[config.mk]
export PLATFORM = sky130hd
export DESIGN_NAME = regfile_wb_arbiter
export DESIGN_NICKNAME = d
export VERILOG_FILES = /design/src/rtl/regfile_wb_arbiter.sv
export SDC_FILE = /design/constraint.sdc
export NUM_CORES = 1
export LEC_CHECK = 0
export CAP_MARGIN = 20
export CORE_ASPECT_RATIO = 1.75
export CORE_MARGIN = 3
export CORE_UTILIZATION = 30
export CTS_BUF_LIST = sky130_fd_sc_hd__clkbuf_4
export CTS_CLUSTER_DIAMETER = 80
export CTS_CLUSTER_SIZE = 14
export DETAILED_ROUTE_END_ITERATION = 16
export PLACE_DENSITY = 0.57
export SLEW_MARGIN = 20
export SYNTH_ARGS = -nofsm -noshare
export SYNTH_HDL_FRONTEND = slang
export SYNTH_HIERARCHICAL = 1
export SYNTH_SLANG_ARGS = --single-unit
[constraint.sdc]
create_clock -name clk -period 3.52 [get_ports clk]
set_input_delay 0.352 -clock clk [delete_from_list [all_inputs] [get_ports clk]]
set_output_delay 0.352 -clock clk [all_outputs]
set_load 0.1 [all_outputs]
[src/rtl/regfile_wb_arbiter.sv]
// Writeback arbiter for the 8x32 register file: two buffered requesters (A = ALU,
// B = load) share one registered write port round-robin, with RAW hazard snooping.

module regfile_wb_fifo #(
  parameter int DEPTH = 2,
  parameter int AW    = 3,
  parameter int DW    = 32
) (
  input  logic                     clk,
  input  logic                     rst,
  input  logic                     push_i,
  input  logic [AW-1:0]            push_addr_i,
  input  logic [DW-1:0]            push_data_i,
  input  logic                     pop_i,
  output logic                     ready_o,
  output logic                     not_empty_o,
  output logic [AW-1:0]            head_addr_o,
  output logic [DW-1:0]            head_data_o,
  output logic [DEPTH-1:0]         slot_valid_o,
  output logic [DEPTH-1:0][AW-1:0] slot_addr_o
);

  localparam int PW = $clog2(DEPTH);
  localparam int CW = PW + 1;

  logic [AW-1:0] addr_mem_q [DEPTH];
  logic [DW-1:0] data_mem_q [DEPTH];
  logic [PW-1:0] wptr_q, wptr_d;
  logic [PW-1:0] rptr_q, rptr_d;
  logic [CW-1:0] count_q, count_d;

  // Ready looks only at the count, so a full FIFO stays closed even while popping.
  assign ready_o     = !rst && (count_q != CW'(DEPTH));
  assign not_empty_o = (count_q != '0);
  assign head_addr_o = addr_mem_q[rptr_q];
  assign head_data_o = data_mem_q[rptr_q];

  always_comb begin
    // NOTE: every always_comb output gets a default first so no path infers a latch.
    wptr_d  = wptr_q;
    rptr_d  = rptr_q;
    count_d = count_q;
    if (push_i) wptr_d = wptr_q + PW'(1);
    if (pop_i)  rptr_d = rptr_q + PW'(1);
    case ({push_i, pop_i})
      2'b10:   count_d = count_q + CW'(1);
      2'b01:   count_d = count_q - CW'(1);
      default: count_d = count_q;
    endcase
  end

  // NOTE: state flops use non-blocking assignments so every flop samples pre-edge values.
  always_ff @(posedge clk or posedge rst) begin
    if (rst) begin
      wptr_q  <= '0;
      rptr_q  <= '0;
      count_q <= '0;
    end else begin
      wptr_q  <= wptr_d;
      rptr_q  <= rptr_d;
      count_q <= count_d;
    end
  end

  // NOTE: storage is deliberately not reset; the count alone decides which slots are live.
  always_ff @(posedge clk) begin
    if (push_i) begin
      addr_mem_q[wptr_q] <= push_addr_i;
      data_mem_q[wptr_q] <= push_data_i;
    end
  end

  for (genvar i = 0; i < DEPTH; i++) begin : g_slot
    logic [PW-1:0] offset;
    // A slot is live when its distance from the read pointer is below the count.
    assign offset          = PW'(i) - rptr_q;
    assign slot_valid_o[i] = ({1'b0, offset} < count_q);
    assign slot_addr_o[i]  = addr_mem_q[i];
  end

endmodule

module regfile_wb_arbiter #(
  parameter int DEPTH = 2,
  parameter int AW    = 3,
  parameter int DW    = 32
) (
  input  logic          clk,
  input  logic          rst,
  input  logic          a_valid_i,
  output logic          a_ready_o,
  input  logic [AW-1:0] a_addr_i,
  input  logic [DW-1:0] a_data_i,
  input  logic          b_valid_i,
  output logic          b_ready_o,
  input  logic [AW-1:0] b_addr_i,
  input  logic [DW-1:0] b_data_i,
  output logic          we_o,
  output logic [AW-1:0] wa_o,
  output logic [DW-1:0] wd_o,
  input  logic [AW-1:0] ra1_i,
  input  logic [AW-1:0] ra2_i,
  output logic          hazard1_o,
  output logic          hazard2_o,
  output logic          busy_o
);

  logic                     a_push, b_push;
  logic                     a_ne, b_ne;
  logic                     gnt_a, gnt_b;
  logic [AW-1:0]            a_head_addr, b_head_addr;
  logic [DW-1:0]            a_head_data, b_head_data;
  logic [DEPTH-1:0]         a_slot_valid, b_slot_valid;
  logic [DEPTH-1:0][AW-1:0] a_slot_addr, b_slot_addr;

  logic          last_a_q, last_a_d;
  logic          we_q, we_d;
  logic [AW-1:0] wa_q, wa_d;
  logic [DW-1:0] wd_q, wd_d;

  assign a_push = a_valid_i && a_ready_o;
  assign b_push = b_valid_i && b_ready_o;

  regfile_wb_fifo #(.DEPTH(DEPTH), .AW(AW), .DW(DW)) u_fifo_a (
    .clk          (clk),
    .rst          (rst),
    .push_i       (a_push),
    .push_addr_i  (a_addr_i),
    .push_data_i  (a_data_i),
    .pop_i        (gnt_a),
    .ready_o      (a_ready_o),
    .not_empty_o  (a_ne),
    .head_addr_o  (a_head_addr),
    .head_data_o  (a_head_data),
    .slot_valid_o (a_slot_valid),
    .slot_addr_o  (a_slot_addr)
  );

  regfile_wb_fifo #(.DEPTH(DEPTH), .AW(AW), .DW(DW)) u_fifo_b (
    .clk          (clk),
    .rst          (rst),
    .push_i       (b_push),
    .push_addr_i  (b_addr_i),
    .push_data_i  (b_data_i),
    .pop_i        (gnt_b),
    .ready_o      (b_ready_o),
    .not_empty_o  (b_ne),
    .head_addr_o  (b_head_addr),
    .head_data_o  (b_head_data),
    .slot_valid_o (b_slot_valid),
    .slot_addr_o  (b_slot_addr)
  );

  // last_a_q=1 means A won the most recent grant, so B is favoured next contention.
  assign gnt_a = a_ne && (!b_ne || !last_a_q);
  assign gnt_b = b_ne && (!a_ne ||  last_a_q);

  always_comb begin
    last_a_d = last_a_q;
    we_d     = gnt_a || gnt_b;
    wa_d     = wa_q;
    wd_d     = wd_q;
    if (gnt_a) begin
      last_a_d = 1'b1;
      wa_d     = a_head_addr;
      wd_d     = a_head_data;
    end else if (gnt_b) begin
      last_a_d = 1'b0;
      wa_d     = b_head_addr;
      wd_d     = b_head_data;
    end
  end

  always_ff @(posedge clk or posedge rst) begin
    if (rst) begin
      last_a_q <= 1'b0;
      we_q     <= 1'b0;
      wa_q     <= '0;
      wd_q     <= '0;
    end else begin
      last_a_q <= last_a_d;
      we_q     <= we_d;
      wa_q     <= wa_d;
      wd_q     <= wd_d;
    end
  end

  assign we_o   = we_q;
  assign wa_o   = wa_q;
  assign wd_o   = wd_q;
  assign busy_o = a_ne || b_ne || we_q;

  // The write being driven this cycle has not yet landed, so it still counts as pending.
  always_comb begin
    hazard1_o = we_q && (wa_q == ra1_i);
    hazard2_o = we_q && (wa_q == ra2_i);
    for (int i = 0; i < DEPTH; i++) begin
      if (a_slot_valid[i] && (a_slot_addr[i] == ra1_i)) hazard1_o = 1'b1;
      if (b_slot_valid[i] && (b_slot_addr[i] == ra1_i)) hazard1_o = 1'b1;
      if (a_slot_valid[i] && (a_slot_addr[i] == ra2_i)) hazard2_o = 1'b1;
      if (b_slot_valid[i] && (b_slot_addr[i] == ra2_i)) hazard2_o = 1'b1;
    end
  end

endmodule

-- After elaboration in Yosys (flattened, before gate mapping)
Memory sizes are Yosys's and may differ from the RTL's.
Cells that the tools add are included.
- input bits: 80
- memories kept: 4
- RAM bits: 140
- register bits after elaboration: 45
- memory list (memory ; words ; width ; read ports ; clocked after memory_dff ; wr ports ; line ; RTL):
    u_fifo_a.data_mem_q ; 2 ; 32 ; 1 ; 0 ; 1 ; 27 ; logic [DW-1:0] data_mem_q [DEPTH];
    u_fifo_b.data_mem_q ; 2 ; 32 ; 1 ; 0 ; 1 ; 27 ;
    u_fifo_a.addr_mem_q ; 2 ; 3 ; 3 ; 0 ; 1 ; 26 ; logic [AW-1:0] addr_mem_q [DEPTH];
    u_fifo_b.addr_mem_q ; 2 ; 3 ; 3 ; 0 ; 1 ; 26 ;
- add/subtract/negate cells: 12
- eq/ne operators: 16
- muxes and demuxes: 20
- magnitude comparators: 4
- reductions and logical operators: 30
- operators with widths (operator ; count):
    32-bit 2-to-1 mux ; 2
    3-bit equality test ; 10
    1-bit logical AND ; 16
    1-bit 2-to-1 mux ; 14
    2-bit nonzero test ; 5
    1-bit by 2-bit less-than comparator with 1-bit output ; 4
    2-bit case mux with 2 select lines ; 2
    3-bit 2-to-1 mux ; 2
    1-bit logical OR ; 5
    1-bit adder, second input constant ; 4
    2-bit by 1-bit adder with 2-bit output, second input constant ; 2
    2-bit by 1-bit equality test with 1-bit output, second input constant ; 2
    2-bit equality test, second input constant ; 2
    1-bit logical NOT ; 4
    2-bit != test, second input constant ; 2
    1-bit subtractor, first input constant ; 4
    2-bit by 1-bit subtractor with 2-bit output, second input constant ; 2

-- Depth between registers and ports, before layout
- depth in word-level cells: 7
- gate-level depth with buffers: 10
- mapped depth without buffers: 8

-- By module
The synthesis kept the hierarchy.
- by module, submodules not included (module ; cells each ; area an instance (um^2) ; sequential area each (um^2) ; times used):
    regfile_wb_fifo ; 129 ; 2806.4 ; 2202.1 ; 2
    regfile_wb_arbiter ; 295 ; 2386.0 ; 925.9 ; 1

-- Worst setup path before layout
OpenSTA, ideal clock, no wires.
- kind: register -> register
- start: reg u_fifo_a.count_q[0]
- end: mem u_fifo_a.addr_mem_q[0][0], enable pin
- stages on the path, launching flop included: 6
- arrival: 3.849 ns
- path buffers: 0
- slack: -0.756 ns
- period minus slack after synthesis: 4.276 ns
- library setup time: 0.427 ns
- path through: dfrtp_1 -> inv_1 -> a21oi_1 -> and2_1 -> inv_1 -> nor2_1
- longest elaborated chain between the ends: 5
- ends and longest elaborated chain (element ; line ; RTL):
    start: declaration ; 30 ; logic [CW-1:0] count_q, count_d;
    start signal: assignment ; 61 ; count_q <= count_d;
    2-bit != test ; 33 ; assign ready_o = !rst && (count_q != CW'(DEPTH));
    1-bit logical AND ; 33 ;
    named net a_ready_o ; 91 ; output logic a_ready_o,
    1-bit logical AND ; 121 ; assign a_push = a_valid_i && a_ready_o;
    named net a_push ; 108 ; logic a_push, b_push;
    1-bit 2-to-1 mux ; 67 ; if (push_i) begin
    1-bit 2-to-1 mux (implied by the code) ; 68 ; addr_mem_q[wptr_q] <= push_addr_i;
    end: declaration ; 26 ;
The timed path passes the listed nets, and every way through them passes these cells.

-- Worst setup path in the final report
- start: reg u_fifo_b.count_q[0]
- end: out busy_o
- longest elaborated chain between the ends: 3
- ends and longest elaborated chain (element ; line ; RTL):
    start: declaration ; 30 ;
    start signal: assignment ; 61 ;
    2-bit nonzero test ; 34 ; assign not_empty_o = (count_q != '0);
    named net b_ne ; 109 ; logic a_ne, b_ne;
    1-bit logical OR (2 in a row) ; 191 ; assign busy_o = a_ne || b_ne || we_q;
    end: declaration ; 105 ; output logic busy_o
The timed path passes the listed nets, and every way through them passes these cells.

==> results.json <==
{
  "numCtsBuffers": 17,
  "vias_per_cell": 4.71,
  "final_nets": 746,
  "syn_area_sq_mm": 0.00800,
  "drive_gt1_share_pct": 18.9,
  "gp_congestion": 0.777,
  "cp-start-kind": "register",
  "maxCapViolCount": 0,
  "finClkSkew_ps": 24.6,
  "via_count": 4703,
  "cts_resized": 0,
  "rows": 78,
  "power.internal_w": 0.00495,
  "synth_area_per_cell_sq_um": 14.5,
  "r2r_cells": 6,
  "cts_root_buffer": "clkbuf_4",
  "crit_family": "simple AND/OR/NAND/NOR gates",
  "pwr-share-clk_pct": 13.1,
  "p_sw_share_pct": 46.7,
  "status": "complete, no violations",
  "finalSetupViolCount": 0,
  "grt_max_degree": 74,
  "timing.rr.start": "u_fifo_b/count_q[0]$_DFFE_PP0P_",
  "r2r_slack_ps": 1120,
  "critical_path_class": "reg -> out",
  "worst_r2r_endpoint": "u_fifo_b/count_q[1]$_DFFE_PP0P_",
  "io_pins": 121,
  "slew_violations": 0,
  "holdWs_ps": 118,
  "start_util_pct": 30.7,
  "pwr-share-seq_pct": 35.0,
  "comb_power_share_pct": 52.0,
  "grt_pass1_vias": 5017,
  "cts_tree": "yes",
  "startpoint": "u_fifo_b/count_q[0]$_DFFE_PP0P_",
  "critical_path.slowest_cell": "or2_2",
  "synth-async-reset-ratio_pct": 24.3,
  "coreArea_sq_mm": 0.0261,
  "leakagePower_nw": 3.52,
  "ant_nets": 0,
  "tightest_slew_ps": 1050,
  "stdcell_count": 998,
  "ctsHoldBuffers": 0,
  "area_growth_pct": 21.9,
  "avgRoutedWirePerCell_microns": 18.2,
  "slew_headroom_pct": 29.7,
  "grt_pass1_wl_microns": 27700,
  "switchingPower_w": 0.00433,
  "ys_types": 29,
  "path_clk_slew_ps": 150,
  "clockBufferDepth": 2,
  "fillers": 2469,
  "htreeDepth": 4,
  "critPathMaxStageDelay_ps": 660,
  "mostFrequentLayoutCells": "edfxtp_1 (140), clkdlybuf4s50_1 (115), dfrtp_1 (43), inv_1 (42), nor2_1 (37)",
  "syn_inst": 553,
  "cp_cell_sequence": "or2_2, or3_1, buf_4",
  "portBuffers": 120,
  "fin_ws_ps": 696,
  "insertion_delay_ps": 590,
  "min_path_type": "in -> async",
  "ir_worst_vdd_uv": 541,
  "yosys_warnings": 6,
  "post-route-period-util_pct": 80.2,
  "first_pass_iters": 5,
  "required_ps": 3170,
  "cts.sinks": 185,
  "gr-usage-all-layers_pct": 13.0,
  "cp.arrival_ps": 2470,
  "synth_edf_count": 140,
  "worst_setup_path_end_kind": "output pin",
  "cellPowerDensity_mw_per_mm2": 952,
  "ys_seq_area_share_pct": 66.6,
  "die_x_microns": 129,
  "crit_fanout": 40,
  "fmax_mhz": 354,
  "cts_setup_buffers": 0,
  "fp.dieH_microns": 222,
  "antenna_found_initial": 1,
  "rsz0062_at_grt": "no",
  "drcViolationCount": 0,
  "synth_fp_nets": 635,
  "grt_remaining_overflow": 0,
  "hold_violations": 0,
  "drtIter0Drc": 323,
  "setup_tns_ps": 0,
  "pre_cts_ws_ps": 1050,
  "synth-seq-cells": 185,
  "postLayoutCoreUtil_pct": 37.4,
  "drt-total-wl_microns": 18200,
  "die_area_sq_mm": 0.0287,
  "critPathBufInv": 1,
  "synth-main-ff-cell": "edfxtp_1",
  "layout_commonest_cell": "edfxtp_1",
  "finalCriticalPeriod_ps": 2820,
  "dp.cells": 965,
  "dp_hpwl_microns": 12300
}
-- how the worst max path moves through the flow --
stage,cells past startpoint,slack [ps],to
2_1_floorplan,5,440,u_fifo_a/addr_mem_q[0][0]$_DFFE_PP_
3_3_place_gp,4,1100,u_fifo_b/data_mem_q[1][22]$_DFFE_PP_
3_5_place_dp,4,1050,u_fifo_b/data_mem_q[1][22]$_DFFE_PP_
4_1_cts,3,600,busy_o
5_1_grt,3,530,busy_o
6_report,3,700,busy_o
-- power groups by stage --
stage / Combinational, W / Clock [W] / Sequential [W]
final: 0.00482 / 0.00121 / 0.00324
after global routing: 0.00512 / 0.00135 / 0.00331
after CTS: 0.00488 / 0.00127 / 0.00327
after detailed placement: 0.00486 / 0 / 0.00331
after global placement: 0.00483 / 0 / 0.00331
after floorplan: 0.00243 / 0 / 0.00465
-- per-layer routing --
metal | wire length [microns] | share of wire [%] | global-route usage [%] | vias up
li1 | - | - | - | 2251
met3 | 699 | 3.8 | 2.84 | 30
met4 | 638 | 3.5 | 6.17 | 0
met1 | 6840 | 38 | 13.9 | 2297
met2 | 10000 | 55 | 23.7 | 125
met5 | 0 | 0 | 0 | -
-- cell type report --
class | instances | area [sq um] | share of cell area [%]
diodes | 1 | 2.50 | 0.0257
inverters | 44 | 165 | 1.69
multi-input cells | 288 | 2290 | 23.5
well taps | 320 | 400 | 4.11
flip-flops and latches | 185 | 5330 | 54.7
clock buffers | 20 | 150 | 1.54
clock inverters | 12 | 149 | 1.53
repair buffers | 128 | 1260 | 12.9
-- cell families (layout without fill, tap and decap cells) --
logic type                 count (synthesis)  count (layout)  synth area share, %
DFF                                      185             185                 66.6
muxes                                     70              70                 11.5
and+or+nand+nor                           63              63                 3.77
xor gates and xnor gates                  40              40                 4.38
adders and majority gates                  2               2                0.313
buffers and inverters                     80             204                 5.13
AOI/OAI and AO/OA                        113             113                 8.32
other                                      0               1                    0
-- registers in the layout, summed over array words and instances (netlist names) --
register	count
u_fifo_a/rptr_q	1
last_a_q	1
u_fifo_b/data_mem_q	64
wd_o	32
u_fifo_a/data_mem_q	64
wa_o	3
u_fifo_a/addr_mem_q	6
we_o	1
u_fifo_b/addr_mem_q	6
u_fifo_b/count_q	2
u_fifo_b/wptr_q	1
u_fifo_a/count_q	2
u_fifo_a/wptr_q	1
u_fifo_b/rptr_q	1
-- Yosys cell counts (2+ instances only) --
library cell	n	area [sq um]
o21bai_1	2	15.0
buf_4	6	45.0
nand4_1	10	62.6
o22ai_1	35	219
a21oi_1	37	185
xor2_1	6	52.6
xnor2_1	34	298
clkbuf_1	5	18.8
and3_1	2	12.5
dfrtp_1	45	1130
buf_6	9	101
nand3_1	2	10.0
nor2_1	39	146
inv_1	43	161
buf_2	16	80.1
mux2_2	36	405
a31oi_1	35	219
or2_2	3	18.8
and2_1	4	25.0
ha_1	2	25.0
edfxtp_1	140	4200
mux2_4	34	510
a21o_1	2	15.0
-- per-stage QoR --
step | instance area, sq um | power [W]
finish | 9750 | 0.00928
global placement | 9450 | 0.00813
floorplan | 8010 | 0.00708
detailed placement | 9450 | 0.00817
global route | 9750 | 0.00977
CTS | 9740 | 0.00941
Power figures use the tool's default switching activity.
